[src/rtl/store_buffer.sv]
// FIFO store buffer between the pipeline and the data-memory write port.
// Define STORE_BUF_FWD_EN to enable store-to-load forwarding; otherwise loads stall on any overlap.
module store_buffer #(
  parameter int DEPTH = 4
) (
  input  logic        clk,
  input  logic        rst,
  input  logic        st_valid,
  input  logic [31:0] st_addr,
  input  logic [31:0] st_wdata,
  input  logic [2:0]  st_mode,
  output logic        st_ready,
  input  logic        ld_valid,
  input  logic [31:0] ld_addr,
  input  logic [2:0]  ld_mode,
  output logic        ld_stall,
  output logic        fwd_valid,
  output logic [31:0] fwd_data,
  input  logic        mem_busy,
  output logic        mem_wr_en,
  output logic [31:0] mem_addr,
  output logic [31:0] mem_wdata,
  output logic [2:0]  mem_mode,
  output logic [3:0]  count
);

  localparam int PW = $clog2(DEPTH);

  typedef enum logic [2:0] {
    MODE_BYTE   = 3'b000,
    MODE_HALF   = 3'b001,
    MODE_WORD   = 3'b010,
    MODE_UBYTE  = 3'b011,
    MODE_UHALF  = 3'b100
  } mem_mode_e;

  function automatic logic [32:0] accessSize(input logic [2:0] m);
    case (m)
      MODE_HALF, MODE_UHALF: return 33'd2;
      MODE_WORD:             return 33'd4;
      default:               return 33'd1;
    endcase
  endfunction

  logic [31:0]   addr_q [DEPTH];
  logic [31:0]   data_q [DEPTH];
  logic [2:0]    mode_q [DEPTH];
  logic [PW-1:0] head_q, head_d;
  logic [PW-1:0] tail_q, tail_d;
  logic [3:0]    count_q, count_d;
  logic          push, pop;

  assign st_ready = (count_q != 4'(DEPTH));
  assign push     = !rst && st_valid && st_ready &&
                    (st_mode inside {MODE_BYTE, MODE_HALF, MODE_WORD});
  assign pop      = !rst && (count_q != 4'd0) && !mem_busy;
  assign count    = count_q;

  always_comb begin
    head_d  = pop  ? head_q + PW'(1) : head_q;
    tail_d  = push ? tail_q + PW'(1) : tail_q;
    count_d = count_q + {3'b000, push} - {3'b000, pop};
  end

  // Entry storage is not reset; only the pointers and occupancy decide validity.
  always_ff @(posedge clk) begin
    if (rst) begin
      head_q  <= '0;
      tail_q  <= '0;
      count_q <= '0;
    end else begin
      head_q  <= head_d;
      tail_q  <= tail_d;
      count_q <= count_d;
      if (push) begin
        addr_q[tail_q] <= st_addr;
        data_q[tail_q] <= st_wdata;
        mode_q[tail_q] <= st_mode;
      end
    end
  end

  always_comb begin
    mem_wr_en = pop;
    mem_addr  = pop ? addr_q[head_q] : '0;
    mem_wdata = pop ? data_q[head_q] : '0;
    mem_mode  = pop ? mode_q[head_q] : '0;
  end

  logic [32:0]   ldEnd, entEnd;
  logic [PW-1:0] idx;
  logic          anyOverlap;
`ifdef STORE_BUF_FWD_EN
  logic [PW-1:0] youngIdx;
`endif

  // Walk from oldest to youngest so the last hit is the youngest overlapping entry.
  always_comb begin
    ldEnd      = {1'b0, ld_addr} + accessSize(ld_mode) - 33'd1;
    anyOverlap = 1'b0;
    idx        = '0;
    entEnd     = '0;
`ifdef STORE_BUF_FWD_EN
    youngIdx   = '0;
`endif
    for (int i = 0; i < DEPTH; i++) begin
      idx    = head_q + PW'(i);
      entEnd = {1'b0, addr_q[idx]} + accessSize(mode_q[idx]) - 33'd1;
      if (ld_valid && (4'(i) < count_q) &&
          ({1'b0, ld_addr} <= entEnd) && ({1'b0, addr_q[idx]} <= ldEnd)) begin
        anyOverlap = 1'b1;
`ifdef STORE_BUF_FWD_EN
        youngIdx   = idx;
`endif
      end
    end
  end

`ifdef STORE_BUF_FWD_EN
  logic        canFwd;
  logic [31:0] youngData, fwdWord;

  always_comb begin
    canFwd    = anyOverlap && (addr_q[youngIdx] == ld_addr) &&
                (accessSize(mode_q[youngIdx]) >= accessSize(ld_mode));
    youngData = data_q[youngIdx];
    case (ld_mode)
      MODE_BYTE:  fwdWord = {{24{youngData[7]}}, youngData[7:0]};
      MODE_UBYTE: fwdWord = {24'h0, youngData[7:0]};
      MODE_HALF:  fwdWord = {{16{youngData[15]}}, youngData[15:0]};
      MODE_UHALF: fwdWord = {16'h0, youngData[15:0]};
      MODE_WORD:  fwdWord = youngData;
      default:    fwdWord = '0;
    endcase
  end

  assign fwd_valid = !rst && canFwd;
  assign fwd_data  = fwd_valid ? fwdWord : '0;
  assign ld_stall  = !rst && anyOverlap && !canFwd;
`else
  assign fwd_valid = 1'b0;
  assign fwd_data  = '0;
  assign ld_stall  = !rst && anyOverlap;
`endif

endmodule

[config.mk]
export PLATFORM = sky130hd
export DESIGN_NAME = store_buffer
export DESIGN_NICKNAME = d
export VERILOG_FILES = /design/src/rtl/store_buffer.sv
export SDC_FILE = /design/constraint.sdc
export NUM_CORES = 1
export LEC_CHECK = 0
export ABC_AREA = 1
export BUFFER_PORTS_ARGS = -buffer_cell sky130_fd_sc_hd__buf_2
export CORE_MARGIN = 2
export CORE_UTILIZATION = 56
export DETAILED_ROUTE_END_ITERATION = 16
export PLACE_DENSITY_LB_ADDON = 0.1
export SYNTH_ARGS = -nofsm -noshare
export SYNTH_HDL_FRONTEND = slang
export SYNTH_SLANG_ARGS = --single-unit
[constraint.sdc]
create_clock -name clk -period 6.15 [get_ports clk]
set_input_delay 0.3075 -clock clk [delete_from_list [all_inputs] [get_ports clk]]
set_output_delay 0.3075 -clock clk [all_outputs]
set_load 0.05 [all_outputs]
# Word-level counts from Yosys, hierarchy flattened
# Memory sizes are Yosys's and may differ from the RTL's. A register that Yosys moved wholly into a read port is not among the register bits.
# Cells that the tools add are included.
[classes]
n_addsub = 16
multipliers = 0
div = 0
magnitude_cmp = 12
n_eq_ne = 18
shift = 0
n_mux = 21
n_bitwise = 0
n_reduce_logical = 28
[ops]
columns = ["operator", "count"]
rows = [
  ["32-bit by 33-bit less-or-equal comparator with 1-bit output", 8],
  ["32-bit by 33-bit adder with 33-bit output", 5],
  ["33-bit by 1-bit subtractor with 33-bit output, second input constant", 5],
  ["32-bit 2-to-1 mux", 2],
  ["3-bit one-hot mux with 2 select lines", 5],
  ["3-bit by 1-bit equality test with 1-bit output, second input constant", 6],
  ["3-bit by 2-bit equality test with 1-bit output, second input constant", 6],
  ["1-bit logical AND", 18],
  ["3-bit equality test, second input constant", 5],
  ["2-bit 2-to-1 mux", 6],
  ["2-bit OR reduction", 5],
  ["1-bit by 4-bit less-than comparator with 1-bit output, first input constant", 2],
  ["2-bit by 4-bit less-than comparator with 1-bit output, first input constant", 2],
  ["1-bit 2-to-1 mux", 7],
  ["2-bit by 1-bit adder with 2-bit output, second input constant", 2],
  ["2-bit adder, second input constant", 2],
  ["4-bit by 1-bit adder with 4-bit output", 1],
  ["4-bit by 3-bit != test with 1-bit output, second input constant", 1],
  ["4-bit nonzero test", 1],
  ["4-bit by 1-bit subtractor with 4-bit output", 1],
  ["3-bit logical NOT", 1],
  ["3-bit 2-to-1 mux", 1],
  ["3-bit nonzero test", 1],
  ["1-bit logical NOT", 2],
]
[word_totals]
reg_bits = 8
latch_bits = 0
mem_bits_rw = 268
rom_bits = 0
output_inout_bits = 107
wordCells = 101
memories = 3
[memory_table]
columns = ["memory", "words", "word_bits", "read_ports", "rd_ports_with_merged_regs", "wr", "line", "text"]
rows = [
  ["addr_q", 4, 32, 4, 1, 1, "45", "logic [31:0] addr_q [DEPTH];"],
  ["data_q", 4, 32, 1, 1, 1, "46", "logic [31:0] data_q [DEPTH];"],
  ["mode_q", 4, 3, 4, 1, 1, "47", "logic [2:0] mode_q [DEPTH];"],
]

# Logic depth before layout (Yosys ltp)
# Gate-level depths: netlist of run 1.
# An unclocked memory read counts as a cell.
[logic_depth]
ltp_word = 14
depth_mapped = 46
ltp_nobuf = 44

# Worst setup path after synthesis of run 1
# No wires, ideal clock.
[synth_timing]
kind = "register to output"
startpoint = "register head_q[0]"
endpoint = "output port ld_stall"
arrival_time_ns = 5.225
required_ns = 5.843
setup_slack_ns = 0.617
path_stages_with_launch = 39
n_path_buf = 3
cell_sequence = "dfxtp_1 > buf_6 > nor2_2 > nor2_8 > inv_4 > buf_2 > clkbuf_2 > nand2_1 > a21oi_1 > nand2_1 > ha_1 > inv_1 > ha_1 > fa_1 > nand3_1 > nand2_1 > a21boi_2 > o21ai_2 > [... 3 more ...] > inv_1 > a21oi_2 > xor2_1 > ha_1 > nand2_1 > nor3_1 > nor2b_1 > o21ai_0 > nand3_1 > nand2_1 > nand2_1 > nand2_1 > nand2_1 > a21oi_1 > nand2_1 > nand2_1 > nor2_1 > nor2_1"
[synth_between]
elab_chain_cells = 14
[synth_rtl]
columns = ["element", "line", "text"]
rows = [
  ["from (decl)", "48", "logic [PW-1:0] head_q, head_d;"],
  ["from (signal assigned)", "68", "head_q <= '0;"],
  ["from (signal assigned)", "72", "head_q <= head_d;"],
  ["2-bit by 1-bit adder with 2-bit output", "107", "idx = head_q + PW'(i);"],
  ["memory 4 x 3 bit", "n/a", ""],
  ["3-bit by 1-bit equality test with 1-bit output or 3-bit equality test (tied branches)", "38", "case (m)"],
  ["2-bit OR reduction", "38", ""],
  ["3-bit one-hot mux with 2 select lines", "38", ""],
  ["32-bit by 33-bit adder with 33-bit output", "108", "entEnd = {1'b0, addr_q[idx]} + accessSize(mode_q[idx]) - 33'd1;"],
  ["33-bit by 1-bit subtractor with 33-bit output", "108", ""],
  ["32-bit by 33-bit less-or-equal comparator with 1-bit output", "110", "({1'b0, ld_addr} <= entEnd) && ({1'b0, addr_q[idx]} <= ldEnd)) begin"],
  ["1-bit logical AND", "109", "if (ld_valid && (4'(i) < count_q) &&"],
  ["1-bit logical AND", "110", ""],
  ["1-bit 2-to-1 mux (2 in a row)", "109", ""],
  ["1-bit 2-to-1 mux (*)", "109", ""],
  ["1-bit logical AND (*)", "143", "assign ld_stall = !rst && anyOverlap;"],
  ["to (decl)", "16", "output logic ld_stall,"],
]
# Mark *: on every way between the ends. The rest lies on a longest branch, timed or not.

# Worst setup path in the final report of run 1
# Same ends and word-level chain as after synthesis.

==> results of run 1 <==
## Yosys cell counts, drive strengths merged, types with 39 or more instances
cell type / number / area, um^2
nand2: 757 / 2874
inv: 556 / 2092
nor2: 462 / 1760
ha: 436 / 5455
a21oi: 337 / 1747
o21ai: 306 / 1599
edfxtp: 268 / 8048
xnor2: 78 / 683.2
xor2: 68 / 595.6
buf: 66 / 407.9
nand3: 60 / 310.3
clkbuf: 57 / 215.2
o21a: 50 / 375.4
or2: 48 / 300.3
nor3: 39 / 200.2
## cells in the final DEF, fill, tap and decap left out, types with 10 or more instances in the layout
cell,instances
nand2_1,731
inv_1,541
nor2_1,449
ha_1,429
a21oi_1,320
edfxtp_1,268
o21ai_0,213
buf_2,180
buf_4,117
xnor2_1,78
xor2_1,67
o21ai_1,66
nand3_1,54
o21a_1,50
dlygate4sd3_1,41
or2_2,37
nor3_1,33
conb_1,33
a32oi_1,32
a21o_1,32
o22ai_1,32
nand4_1,29
o21ai_2,24
nand2_2,23
clkbuf_16,23
o21bai_1,21
a31oi_1,19
inv_2,12
a21oi_2,12
a21boi_2,11
nor4_1,11
nor2_4,10
## state kept, by name, summed over array words and instances, names as in the netlist, named ones only
| name | count |
|---|---|
| head_q | 2 |
| mode_q | 12 |
| count | 4 |
| addr_q | 128 |
| data_q | 128 |
| tail_q | 2 |
## metal layers
metal	track usage	vias to the layer above
met3	0.03051	226
met4	0.1621	2
li1	-	13460
met5	0	-
met1	0.4714	12590
met2	0.5759	1131
## cell families (layout without fill, tap and decap cells)
logic type | Yosys count | in the layout | synth area share
DFF | 278 | 278 | 0.2865
buffers and inverters | 680 | 955 | 0.09443
xor gates and xnor gates | 146 | 146 | 0.04441
AOI/OAI and AO/OA | 881 | 881 | 0.1796
adders and majority gates | 442 | 442 | 0.1936
and+or+nand+nor | 1421 | 1421 | 0.2013
other | 1 | 33 | 0.0001302
## repair_timing
item,CTS,global route
hold endpoints to repair,155,3
hold buffers,40,1
resized for setup,64,93
buffers inserted,10,21
cloned,6,0
pin swaps,12,65
endpoints found under the setup margin,1,1
## final cells by class
class	count	area share
repair buffers	358	0.07966
multi-input cells	2923	0.5569
flip-flops and latches	278	0.2505
inverters	557	0.06410
clock buffers	29	0.01905
clock inverters	11	0.003985
well taps	680	0.02581
## per-stage QoR
| step | util | hold slack (ps) | cell area [um^2] | setup TNS, ps |
|---|---|---|---|---|
| after floorplan | - | 374.2 | 28910 | 0 |
| after global placement | 0.6043 | 485.2 | 30870 | 0 |
| after detailed placement | 0.6043 | 500.0 | 30870 | 0 |
| after CTS | 0.6365 | 1.328 | 32520 | 0 |
| after global routing | 0.6453 | 7.015 | 32970 | -333.4 |
| final | 0.6453 | 10.22 | 32970 | 0 |
## critical path: cells and delay by family (launching register included)
kind            cells  cell delay [ps]
xor+xnor            1              150
simple gates       25             2210
flops               1              350
fa+ha+maj           4             1150
compound gates      5              690
buf+inv             6              750
## worst min-delay path by stage
stage	endpoint	slack, ps	cells after the start
after floorplan	count[1]$_SDFF_PP0_	370	1
after global placement	tail_q[0]$_SDFFE_PP0P_	490	1
after detailed placement	tail_q[0]$_SDFFE_PP0P_	500	1
after CTS	data_q[0][5]$_DFFE_PP_	1	1
after global routing	addr_q[2][25]$_DFFE_PP_	7	1
final	addr_q[3][5]$_DFFE_PP_	10	1
==> key figures, run 1 <==
Route
  • Final ANT Viol Nets: 0
  • WL met3: 7481 um
  • Drt wl/cell: 19.77 um
  • Initial DRC Count: between 2,000 and 2,500
  • Met2 routed WL: 42,760 um
  • Met1 Wirelength: 40,250 um
  • DRC violations left: 0
  • Via/cell ratio: between 5 and 6
  • DR vias: 27,410
  • Top routing layer used: met5
  • Routed wire length: 95,630 um
  • Pre-antenna DRT Iters: 6

Floorplan
  • Core Footprint: ~51,000 um^2
  • IO Pins: 214
  • Row count: 83
  • Die ar.: 53,240 um^2
  • Die Y: 230.7 um
  • Die Wd: 230.7 um
  • Starting density of the core: 0.5635

Clocking
  • Clk buf depth: 3
  • Root Buffer Master: clkbuf_16
  • CTS clk-pin slew, worst paths: 70 ps
  • Clock buffer count from CTS: 22
  • CTS H-Tree Depth: 1
  • Worst skew pair latency: 520 ps
  • CTS tree: built
  • Clock sinks: 278

Layout
  • Fill count: 4,645
  • P&R area growth vs syn: 14.51%
  • Seq. cell area: 8258 um^2
  • Fraction of layout cells with a size suffix above 1: 0.1307
  • Multi-input gate area: approximately 18,000 um^2
  • Ant diodes: 0
  • Final net count: 4,689
  • Fin cells: around 4,800

Setup path
  • Setup Crit Path Kind: reg2out
  • WP data required: 5840 ps
  • Crit path top cell by count: nand2_1
  • Crit path max fanout: 16
  • CP Data Arrival Time: 5840 ps
  • Worst path max stage delay: 370 ps
  • R2R setup slack: 2880 ps
  • Worst setup EP type: output port
  • Worst Setup SP: head_q[0]$_SDFFE_PP0P_
  • RR Endpoint: data_q[2][30]$_DFFE_PP_
  • FF-to-FF Start: count[3]$_SDFF_PP0_
  • Worst-case reg-to-reg path depth: 8
  • CP endpoint: ld_stall
  • Critical path launch point type: flip-flop
  • Slowest CP cell: fa_2

Global route
  • Vias in the first global route: 25,400
  • Initial antenna violation count: 1
  • Global-route wire length before repair: approximately 140,000 um
  • Largest net degree at the start of global routing: approximately 120
  • Tot GR Track Use: 0.3511
  • GRT Residual Overflow: 0

Yosys
  • Seq/Total Area, Yosys: 0.2865
  • Main synth FF type: edfxtp_1
  • Cells after Synth: 3,849
  • Mean Syn Cell Area: about 7.5 um^2
  • Synth Warn #: 0
  • Synthesized flop and latch total: roughly 280
  • Distinct cells, synth: 64
  • EDFF count, synth: 268
  • Mapped cell area: about 29,000 um^2
  • FFs w/ async S/R, synth: 0

Min path
  • Hold Crit Class: in2reg
  • Hold path start: st_addr[5]

Timing
  • Fmax: 162.7 MHz
  • RSZ-0062 raised after global routing: true
  • Setup violators final: 0
  • Max_slew headroom: 0.2120
  • Post-route minimum period: 6147 ps
  • Worst-Margin Slew: about 1200 ps
  • Clock Skew: 13.66 ps
  • Final-report hold violation count: 0
  • Slew Viols, Final: 0
  • Crit share post-route: 0.9994
  • Min setup slack post-route: 3.396 ps

Placement
  • DP HPWL: 74,590 um
  • Placer Congestion: 0.9984
  • IO buf count: 180
  • Placed cell count: 4,719
  • DP Worst Slack: ~110 ps

Status
  • Outcome: completed

Run
  • Max-cap violations: 0
Power of run 1 is left out: the tool's default activity adds up to more than one toggle a clock period on the data nets, which glitch-free logic cannot reach.
==> inputs of run 2 (changes only) <==
--- a/config.mk
+++ b/config.mk
@@ -11,6 +11,7 @@
 export CORE_UTILIZATION = 56
 export DETAILED_ROUTE_END_ITERATION = 16
 export PLACE_DENSITY_LB_ADDON = 0.1
+export RECOVER_POWER = 100
 export SYNTH_ARGS = -nofsm -noshare
 export SYNTH_HDL_FRONTEND = slang
 export SYNTH_SLANG_ARGS = --single-unit
==> run 2 against run 1 <==
Effect of this change: the run now ends with max-capacitance violations, max-slew violations, negative setup slack left; die area unchanged; sequential share of layout area is 0.17 points higher; maximum frequency fell by 0.22%; via count is essentially flat; cell count stayed put; core utilization shrank 0.43 points; worst setup slack got worse by 13 ps; cell area fell by 0.67%; critical path depth unchanged; first-iteration DRC count is 4.1% lower; register-to-register slack got worse by 1800 ps.
==> key figures, run 2 (synthesis results as in run 1) <==
Timing
  • Max_slew headroom: -0.9689
  • Worst-Margin Slew: 2942 ps
  • Clock Skew: between 10 and 15 ps
  • Post-route minimum period: 6160 ps
  • Crit share post-route: 1.002
  • Setup violators final: 1
  • Final-report hold violation count: 0
  • WHS: ~68 ps
  • Slew Viols, Final: 238
  • Fmax: 162.3 MHz
  • Min setup slack post-route: -9.865 ps
  • RSZ-0062 raised after global routing: true

Status
  • Outcome: complete, but fails checks
  • Failing checks: max-capacitance violations, max-slew violations, negative setup slack

Setup path
  • Worst-case reg-to-reg path depth: 8
  • Crit path top cell by count: nand2_1
  • WP data required: a little under 6000 ps
  • Critical path launch point type: flip-flop
  • R2R setup slack: between 1000 and 1500 ps
  • Crit path max fanout: 16
  • Worst setup EP type: output port
  • Setup Crit Path Kind: reg2out
  • FF-to-FF Start: count[3]$_SDFF_PP0_
  • Slowest CP cell: fa_2
  • RR Endpoint: addr_q[2][2]$_DFFE_PP_
  • CP Data Arrival Time: 5850 ps
  • Worst path max stage delay: approximately 370 ps

Layout
  • Most common cell after layout, fill and taps aside: nand2_1
  • Final net count: 4,689
  • Top flop regs: addr_q (128), data_q (128), mode_q (12)
  • P&R area growth vs syn: 13.75%
  • Ant diodes: 0
  • Most frequent cells in the layout: nand2_1 (731), inv_1 (542), nor2_1 (452)
  • Fraction of layout cells with a size suffix above 1: 0.09504

Global route
  • Tot GR Track Use: 0.3511
  • Global-route wire length before repair: 143,400 um
  • GRT Residual Overflow: 0
  • Largest net degree at the start of global routing: about 120
  • Initial antenna violation count: 1
  • Vias in the first global route: about 25,000

Clocking
  • CTS tree: built
  • Clock sinks: 278
  • CTS H-Tree Depth: 1
  • Clk buf depth: 3
  • Root Buffer Master: clkbuf_16
  • Clock buffer count from CTS: 22
  • CTS clk-pin slew, worst paths: 70 ps
  • Worst skew pair latency: 520 ps

Min path
  • Hold Crit Class: in2reg
  • Hold path start: st_addr[5]
  • Hold Path Depth: 1
  • Worst hold path endpoint: addr_q[3][5]$_DFFE_PP_

Route
  • Routed wire length: 95,870 um
  • Drt wl/cell: 19.82 um
  • Final ANT Viol Nets: 0
  • Via/cell ratio: 5.663
  • Pre-antenna DRT Iters: 6
  • DR vias: 27,390
  • DRC violations left: 0
  • Initial DRC Count: 2,274

Floorplan
  • IO Pins: 214
  • Core Footprint: 51,090 um^2
  • Die Wd: 230.7 um
  • Die Y: about 230 um
  • Die ar.: between 50,000 and 60,000 um^2
  • Row count: 83
  • Starting density of the core: 0.5635

Placement
  • DP Worst Slack: 107.8 ps
  • Placer Congestion: 0.9984
  • IO buf count: between 150 and 200
  • DP HPWL: 74,590 um

Run
  • Max-cap violations: 6
[run 2: cell types whose count changed in the layout (fill, tap and decap cells not counted), sizes merged]
| cell | change |
|---|---|
| buf | -147 |
| clkbuf | +147 |
[run 2: worst max-delay path by stage]
stage                     to                   start
global route        ld_stall  head_q[0]$_SDFFE_PP0P_
detailed placement  ld_stall  head_q[0]$_SDFFE_PP0P_
CTS                 ld_stall  head_q[0]$_SDFFE_PP0P_
global placement    ld_stall  head_q[0]$_SDFFE_PP0P_
finish              ld_stall  head_q[0]$_SDFFE_PP0P_
floorplan           ld_stall  head_q[0]$_SDFFE_PP0P_
[run 2: stage by stage]
stage | utilization | cells | cell area (um^2) | setup TNS [ps]
CTS | 0.6365 | 4815 | 32520 | 0
floorplan | - | 3881 | 28910 | 0
detailed placement | 0.6043 | 4719 | 30870 | 0
global placement | 0.6043 | 4719 | 30870 | 0
finish | 0.6410 | 4836 | 32750 | -9.865
global route | 0.6410 | 4836 | 32750 | -333.4
[run 2: critical path, delay by kind of cell, from the launching register on]
| kind | cells | cell delay (ps) |
|---|---|---|
| AND/OR/NAND/NOR | 25 | 2230 |
| adder cells (fa/ha/maj) | 4 | 1150 |
| buffers and inverters | 6 | 750 |
| AO/OA/AOI/OAI | 5 | 690 |
| flip-flops | 1 | 350 |
| XOR/XNOR | 1 | 150 |
[run 2: layout make-up]
type	instances	area [um^2]
Fill cell	4726	18340
Sequential cell	278	8258
Timing Repair Buffer	358	2429
Clock inverter	11	131.4
Inverter	557	2113
Multi-Input combinational cell	2923	18340
Clock buffer	29	628.1
Tap cell	680	850.8
[run 2: timing repair]
action / CTS / global route
pin swaps: 12 / 65
hold endpoints to repair: 155 / 3
hold buffers: 40 / 1
buffers inserted: 10 / 21
resized for setup: 64 / 93
endpoints found under the setup margin: 1 / 1
gates cloned: 6 / 0
[run 2: per-layer routing]
layer	vias to the layer above	GRT usage	routed length (um)
li1	13460	-	-
met1	12610	0.4714	40180
met2	1093	0.5759	43010
met3	225	0.03051	7562
met4	2	0.1621	5107
met5	-	0	13
Power of run 2 is left out for the same reason.
